$ cat src/rtl/conv2d_pad_scheduler.sv
// Walks a zero-padded (HEIGHT+2)x(WIDTH+2) frame row-major, popping all channel FIFOs together on interior
// positions. One pixel per cycle, registered output; holds pix_out and stops issuing while pix_valid && !pix_ready.
module conv2d_pad_scheduler #(
    parameter int DATA_WIDTH = 32,
    parameter int CHANNELS   = 8,
    parameter int WIDTH      = 112,
    parameter int HEIGHT     = 112
) (
    input  logic                           clk,
    input  logic                           rst,
    input  logic                           start,
    input  logic [CHANNELS-1:0]            fifo_empty,
    input  logic [CHANNELS*DATA_WIDTH-1:0] fifo_data,
    output logic                           fifo_rdreq,
    output logic [CHANNELS*DATA_WIDTH-1:0] pix_out,
    output logic                           pix_valid,
    input  logic                           pix_ready,
    output logic                           busy,
    output logic                           done
);

    localparam int MAX_DIM = (WIDTH > HEIGHT) ? WIDTH : HEIGHT;
    localparam int CW      = $clog2(MAX_DIM + 2);

    localparam logic [CW-1:0] COL_W    = CW'(WIDTH);
    localparam logic [CW-1:0] ROW_H    = CW'(HEIGHT);
    localparam logic [CW-1:0] COL_LAST = CW'(WIDTH + 1);
    localparam logic [CW-1:0] ROW_LAST = CW'(HEIGHT + 1);

    typedef enum logic [1:0] {
        S_IDLE  = 2'd0,
        S_RUN   = 2'd1,
        S_DRAIN = 2'd2,
        S_DONE  = 2'd3
    } state_t;

    state_t                         state_q;
    logic [CW-1:0]                  row_q;
    logic [CW-1:0]                  col_q;
    logic [CHANNELS*DATA_WIDTH-1:0] pix_q;
    logic                           pix_vld_q;
    logic                           busy_q;
    logic                           done_q;

    logic interior;
    logic can_emit;
    logic fire;
    logic last_pos;

    assign interior = (row_q != '0) && (row_q <= ROW_H) && (col_q != '0) && (col_q <= COL_W);
    assign can_emit = !pix_vld_q || pix_ready;
    // Interior positions wait for every channel so the channels never skew.
    assign fire     = (state_q == S_RUN) && can_emit && (!interior || (fifo_empty == '0));
    assign last_pos = (row_q == ROW_LAST) && (col_q == COL_LAST);

    assign fifo_rdreq = fire && interior;
    assign pix_out    = pix_q;
    assign pix_valid  = pix_vld_q;
    assign busy       = busy_q;
    assign done       = done_q;

    always_ff @(posedge clk or negedge rst) begin
        if (!rst) begin
            state_q   <= S_IDLE;
            row_q     <= '0;
            col_q     <= '0;
            pix_q     <= '0;
            pix_vld_q <= 1'b0;
            busy_q    <= 1'b0;
            done_q    <= 1'b0;
        end else begin
            done_q <= 1'b0;
            case (state_q)
                S_IDLE: begin
                    if (start) begin
                        state_q <= S_RUN;
                        row_q   <= '0;
                        col_q   <= '0;
                        busy_q  <= 1'b1;
                    end
                end
                S_RUN: begin
                    if (fire) begin
                        if (last_pos) begin
                            state_q <= S_DRAIN;
                            row_q   <= '0;
                            col_q   <= '0;
                        end else if (col_q == COL_LAST) begin
                            col_q <= '0;
                            row_q <= row_q + 1'b1;
                        end else begin
                            col_q <= col_q + 1'b1;
                        end
                    end
                end
                S_DRAIN: begin
                    if (!pix_vld_q || pix_ready) begin
                        state_q <= S_DONE;
                        busy_q  <= 1'b0;
                        done_q  <= 1'b1;
                    end
                end
                default: begin
                    state_q <= S_IDLE;
                end
            endcase

            if (fire) begin
                pix_q     <= interior ? fifo_data : '0;
                pix_vld_q <= 1'b1;
            end else if (pix_ready) begin
                pix_vld_q <= 1'b0;
            end
        end
    end

endmodule

$ cat config.mk
export PLATFORM = sky130hd
export DESIGN_NAME = conv2d_pad_scheduler
export DESIGN_NICKNAME = d
export VERILOG_FILES = /design/src/rtl/conv2d_pad_scheduler.sv
export SDC_FILE = /design/constraint.sdc
export NUM_CORES = 1
export LEC_CHECK = 0
export CELL_PAD_IN_SITES_DETAIL_PLACEMENT = 0
export CELL_PAD_IN_SITES_GLOBAL_PLACEMENT = 2
export CORE_AREA = 3 3 205 207
export CTS_CLUSTER_DIAMETER = 120
export DETAILED_ROUTE_END_ITERATION = 12
export DIE_AREA = 0 0 208 210
export GPL_TIMING_DRIVEN = 0
export PLACE_DENSITY = 0.86
export SLEW_MARGIN = 25
export SYNTH_ARGS = -nofsm -noshare
export SYNTH_HDL_FRONTEND = slang
export SYNTH_SLANG_ARGS = --single-unit
$ cat constraint.sdc
create_clock -name clk -period 5.5 [get_ports clk]
set_input_delay 1.65 -clock clk [delete_from_list [all_inputs] [get_ports clk]]
set_output_delay 1.65 -clock clk [all_outputs]
set_load 0.01 [all_outputs]
==> results.sh <==
export IMPL_firstDrtPassIters=4
export IMPL_wl_per_cell_um=20.5
export IMPL_worstMarginPinSlew_ns=0.837
export IMPL_final_hold_viol_count=0
export IMPL_setup_viol=0
export IMPL_yosysTopAreaCellShare_pct=67.5
export IMPL_clkTransAtPathRegs_ns=0.05
export IMPL_avgSynthCellArea_sq_um=14.4
export IMPL_yosys_warnings=0
export IMPL_slew_viol_final=0
export IMPL_grt_first_pass_wirelength_um=57100
export IMPL_whs_path_depth=1
export IMPL_reg2reg_depth=9
export IMPL_syn_num_nets=986
export IMPL_grt_pass1_vias=9141
export IMPL_fin_crit_ns=5.36
export IMPL_preCtsSetupSlack_ns=-0.154
export IMPL_syn_to_final_growth_pct=69.6
export IMPL_cp_start_kind="input port"
export IMPL_grt_antenna_before_repair=0
export IMPL_vias=8621
export IMPL_hp_class="reg2reg"
export IMPL_grt_overflow_total=0
export IMPL_path_class="in2out"
export IMPL_routed_wl_um=37500
export IMPL_synth_seq_area_share_pct=67.5
export IMPL_peakVddDrop_mv=0.195
export IMPL_via_per_inst=4.72
export IMPL_slew_headroom_pct=44.2
export IMPL_cts_max_level=2
export IMPL_synth_distinct_cells=33
export IMPL_n_fill_cell=3829
export IMPL_num_rows=74
export IMPL_num_io_pins=528
export IMPL_dpl_cell_area_sq_um=16200
export IMPL_end_kind="primary output"
export IMPL_cts_hold_buf=0
export IMPL_cp_max_fo=10
export IMPL_cts_root_buf="clkbuf_16"
export IMPL_crit_buf_inv=3
export IMPL_synth_area_leaders="dfrtp_1 67%, a22o_1 22%, buf_2 2.4%"
export IMPL_cpLargestDelayFamily="buffers and inverters"
export IMPL_final_nets=1553
export IMPL_die_h_um=210
export IMPL_skew_ns=0.0235
export IMPL_cellPowerDensity_nw_per_um2=369
export IMPL_antenna_left=0
export IMPL_dp_cells=1770
export IMPL_clockBufferDepth=3
export IMPL_gp_congestion=0.816
export IMPL_drv_cap=0
export IMPL_crit_chain="clkdlybuf4s50_1, nor4_1, nand2_1, nor3_4, buf_2, clkdlybuf4s50_1"
export IMPL_slowest_stage="clkdlybuf4s50_1"
export IMPL_required_ns=3.85
export IMPL_crit_top_cell="clkdlybuf4s50_1"
export IMPL_reg2reg_slack_ns=2.49
export IMPL_antenna_cells=0
export IMPL_die_x_um=208
export IMPL_grt_use_total_pct=16.5
export IMPL_drc=0
export IMPL_timing_rr_end="pix_out[48]$_DFFE_PN0P_"
export IMPL_fin_cells=1828
export IMPL_cpPeakStageDelay_ns=0.57
export IMPL_drive_gt1_share_pct=8.41
export IMPL_rsz0062_at_grt="false"
export IMPL_syn_cell_area_sq_um=10200
export IMPL_cts_sinks=275
export IMPL_dp_hpwl_um=27600
export IMPL_core_area_sq_um=40600
export IMPL_fin_hold_ws_ns=0.494
export IMPL_grt_max_degree=91
export IMPL_synth_cells=708
export IMPL_cts_tree="done"
export IMPL_portBuffers=527
export IMPL_ys_ff_latch=275
export IMPL_outcome="finished, final reports clean"
export IMPL_max_freq_mhz=187
export IMPL_drt_initial_drc_count=402
export IMPL_critPathArrivalTime_ns=3.71
export IMPL_r2r_start="row_q[0]$_DFFE_PN0P_"
export IMPL_dieArea_sq_um=43700
export IMPL_fin_crit_sh_pct=97.5
export IMPL_hold_path_endpoint="pix_out[197]$_DFFE_PN0P_"
export IMPL_worst_slack_ns=0.139
export IMPL_power_total_mw=6.38
export IMPL_synth_largest_area_cell="dfrtp_1"
export IMPL_cts_buffers=34
export IMPL_power_leakage_nw=7.77
export IMPL_worstSkewPairLatency_ns=0.52
export IMPL_fin_area_sq_um=17300
export IMPL_hold_start="pix_out[197]$_DFFE_PN0P_"
export IMPL_initial_core_util_pct=25.1
-- layer usage --
layer | up-vias | part of all wire [%] | global-route usage (%)
met4 | 0 | 2.6 | 4.65
met5 | - | 0 | 0
met1 | 4325 | 41 | 20.7
met2 | 374 | 49 | 27.8
li1 | 3872 | - | -
met3 | 50 | 7.7 | 5.28
-- worst max path at each step --
stage / start / end / slack [ns] / depth (start not counted)
3_5_place_dp: fifo_empty[1] / fifo_rdreq / -0.15 / 6
2_1_floorplan: fifo_empty[1] / fifo_rdreq / 1.34 / 4
5_1_grt: fifo_empty[1] / fifo_rdreq / 0.03 / 6
4_1_cts: fifo_empty[1] / fifo_rdreq / 0.12 / 6
6_report: fifo_empty[1] / fifo_rdreq / 0.14 / 6
3_3_place_gp: rst / pix_out[252]$_DFFE_PN0P_ / -9.26 / 1
-- flip-flops by register name (all words and copies together) (netlist names) --
name       cells
pix_valid      1
state_q        2
col_q          7
done           1
row_q          7
pix_out      256
busy           1
-- metrics by stage --
stage	util (%)	setup TNS (ns)
floorplan	-	0
global placement	39.8	-2534.54
detailed placement	40.0	-0.154
CTS	42.7	0
global route	42.7	0
finish	42.7	0
-- area by class of cell --
type	count	area, sq um	share of cell area (%)
Inverter	10	37.5	0.217
Multi-Input combinational cell	363	2970	17.2
Tap cell	532	666	3.85
Buffer	60	313	1.81
Clock inverter	8	78.8	0.456
Clock buffer	49	978	5.66
Sequential cell	275	6880	39.8
Timing Repair Buffer	531	5370	31.0
-- synth_stat cells, drive strengths merged --
library cell / n
nand2b: 1
ha: 10
a31oi: 14
nor4b: 1
o2bb2ai: 1
nand2: 14
and2: 1
nor2b: 2
mux2: 1
dfrtp: 275
clkbuf: 7
nor3: 6
a21oi: 3
and3: 8
mux2i: 8
nor4: 2
o21bai: 1
o21ai: 7
buf: 53
nor3b: 5
nor2: 6
nand3: 5
o32ai: 1
o22ai: 2
a22o: 256
a31o: 1
nand3b: 3
nand4: 1
inv: 10
a41oi: 3
-- power by group --
group | internal (mW) | switching, mW | leakage, nW | total [mW]
Combinational | 0.954 | 0.774 | 3.49 | 1.73
Sequential | 2.33 | 0.189 | 3.77 | 2.52
Clock | 1.28 | 0.845 | 0.505 | 2.13
Total | 4.57 | 1.81 | 7.77 | 6.38
-- kinds of logic after synthesis --
family          after synthesis  synth area share [%]
simple gates                 55                  2.92
compound gates              289                  24.0
buf+inv                      70                  3.44
fa+ha+maj                    10                  1.23
flops                       275                  67.5
mux                           9                 0.896
-- worst register-to-register path, cell delays in order (launching register included) --
cell,delay (ns)
dfrtp_1,0.43
inv_1,0.10
ha_1,0.15
nor3b_1,0.25
mux2i_1,0.38
a31o_2,0.21
buf_2,0.19
clkbuf_1,0.66
buf_2,0.38
a22o_1,0.18
-- cells in the final DEF (no fill, tap or decap), drive strengths merged, types with 2 or more instances in the layout --
| cell | Yosys | layout |
|---|---|---|
| clkinvlp | 0 | 4 |
| nand2 | 14 | 14 |
| nor4 | 2 | 2 |
| dfrtp | 275 | 275 |
| nand3 | 5 | 5 |
| buf | 53 | 58 |
| nor3 | 6 | 6 |
| a41oi | 3 | 3 |
| ha | 10 | 10 |
| a21oi | 3 | 3 |
| o21ai | 7 | 7 |
| and3 | 8 | 8 |
| o22ai | 2 | 2 |
| clkbuf | 7 | 56 |
| inv | 10 | 11 |
| nor2b | 2 | 2 |
| nor2 | 6 | 6 |
| nand3b | 3 | 3 |
| clkinv | 0 | 2 |
| clkdlybuf4s50 | 0 | 526 |
| nor3b | 5 | 5 |
| mux2i | 8 | 8 |
| a22o | 256 | 256 |
| a31oi | 14 | 14 |
-- timing repair --
action / in CTS / in global routing
buffers inserted: 1 / 0
resized for setup: 1 / 0
hold endpoints to repair: 0 / 0
setup endpoints to repair: 1 / 0
Power figures use the tool's default switching activity.
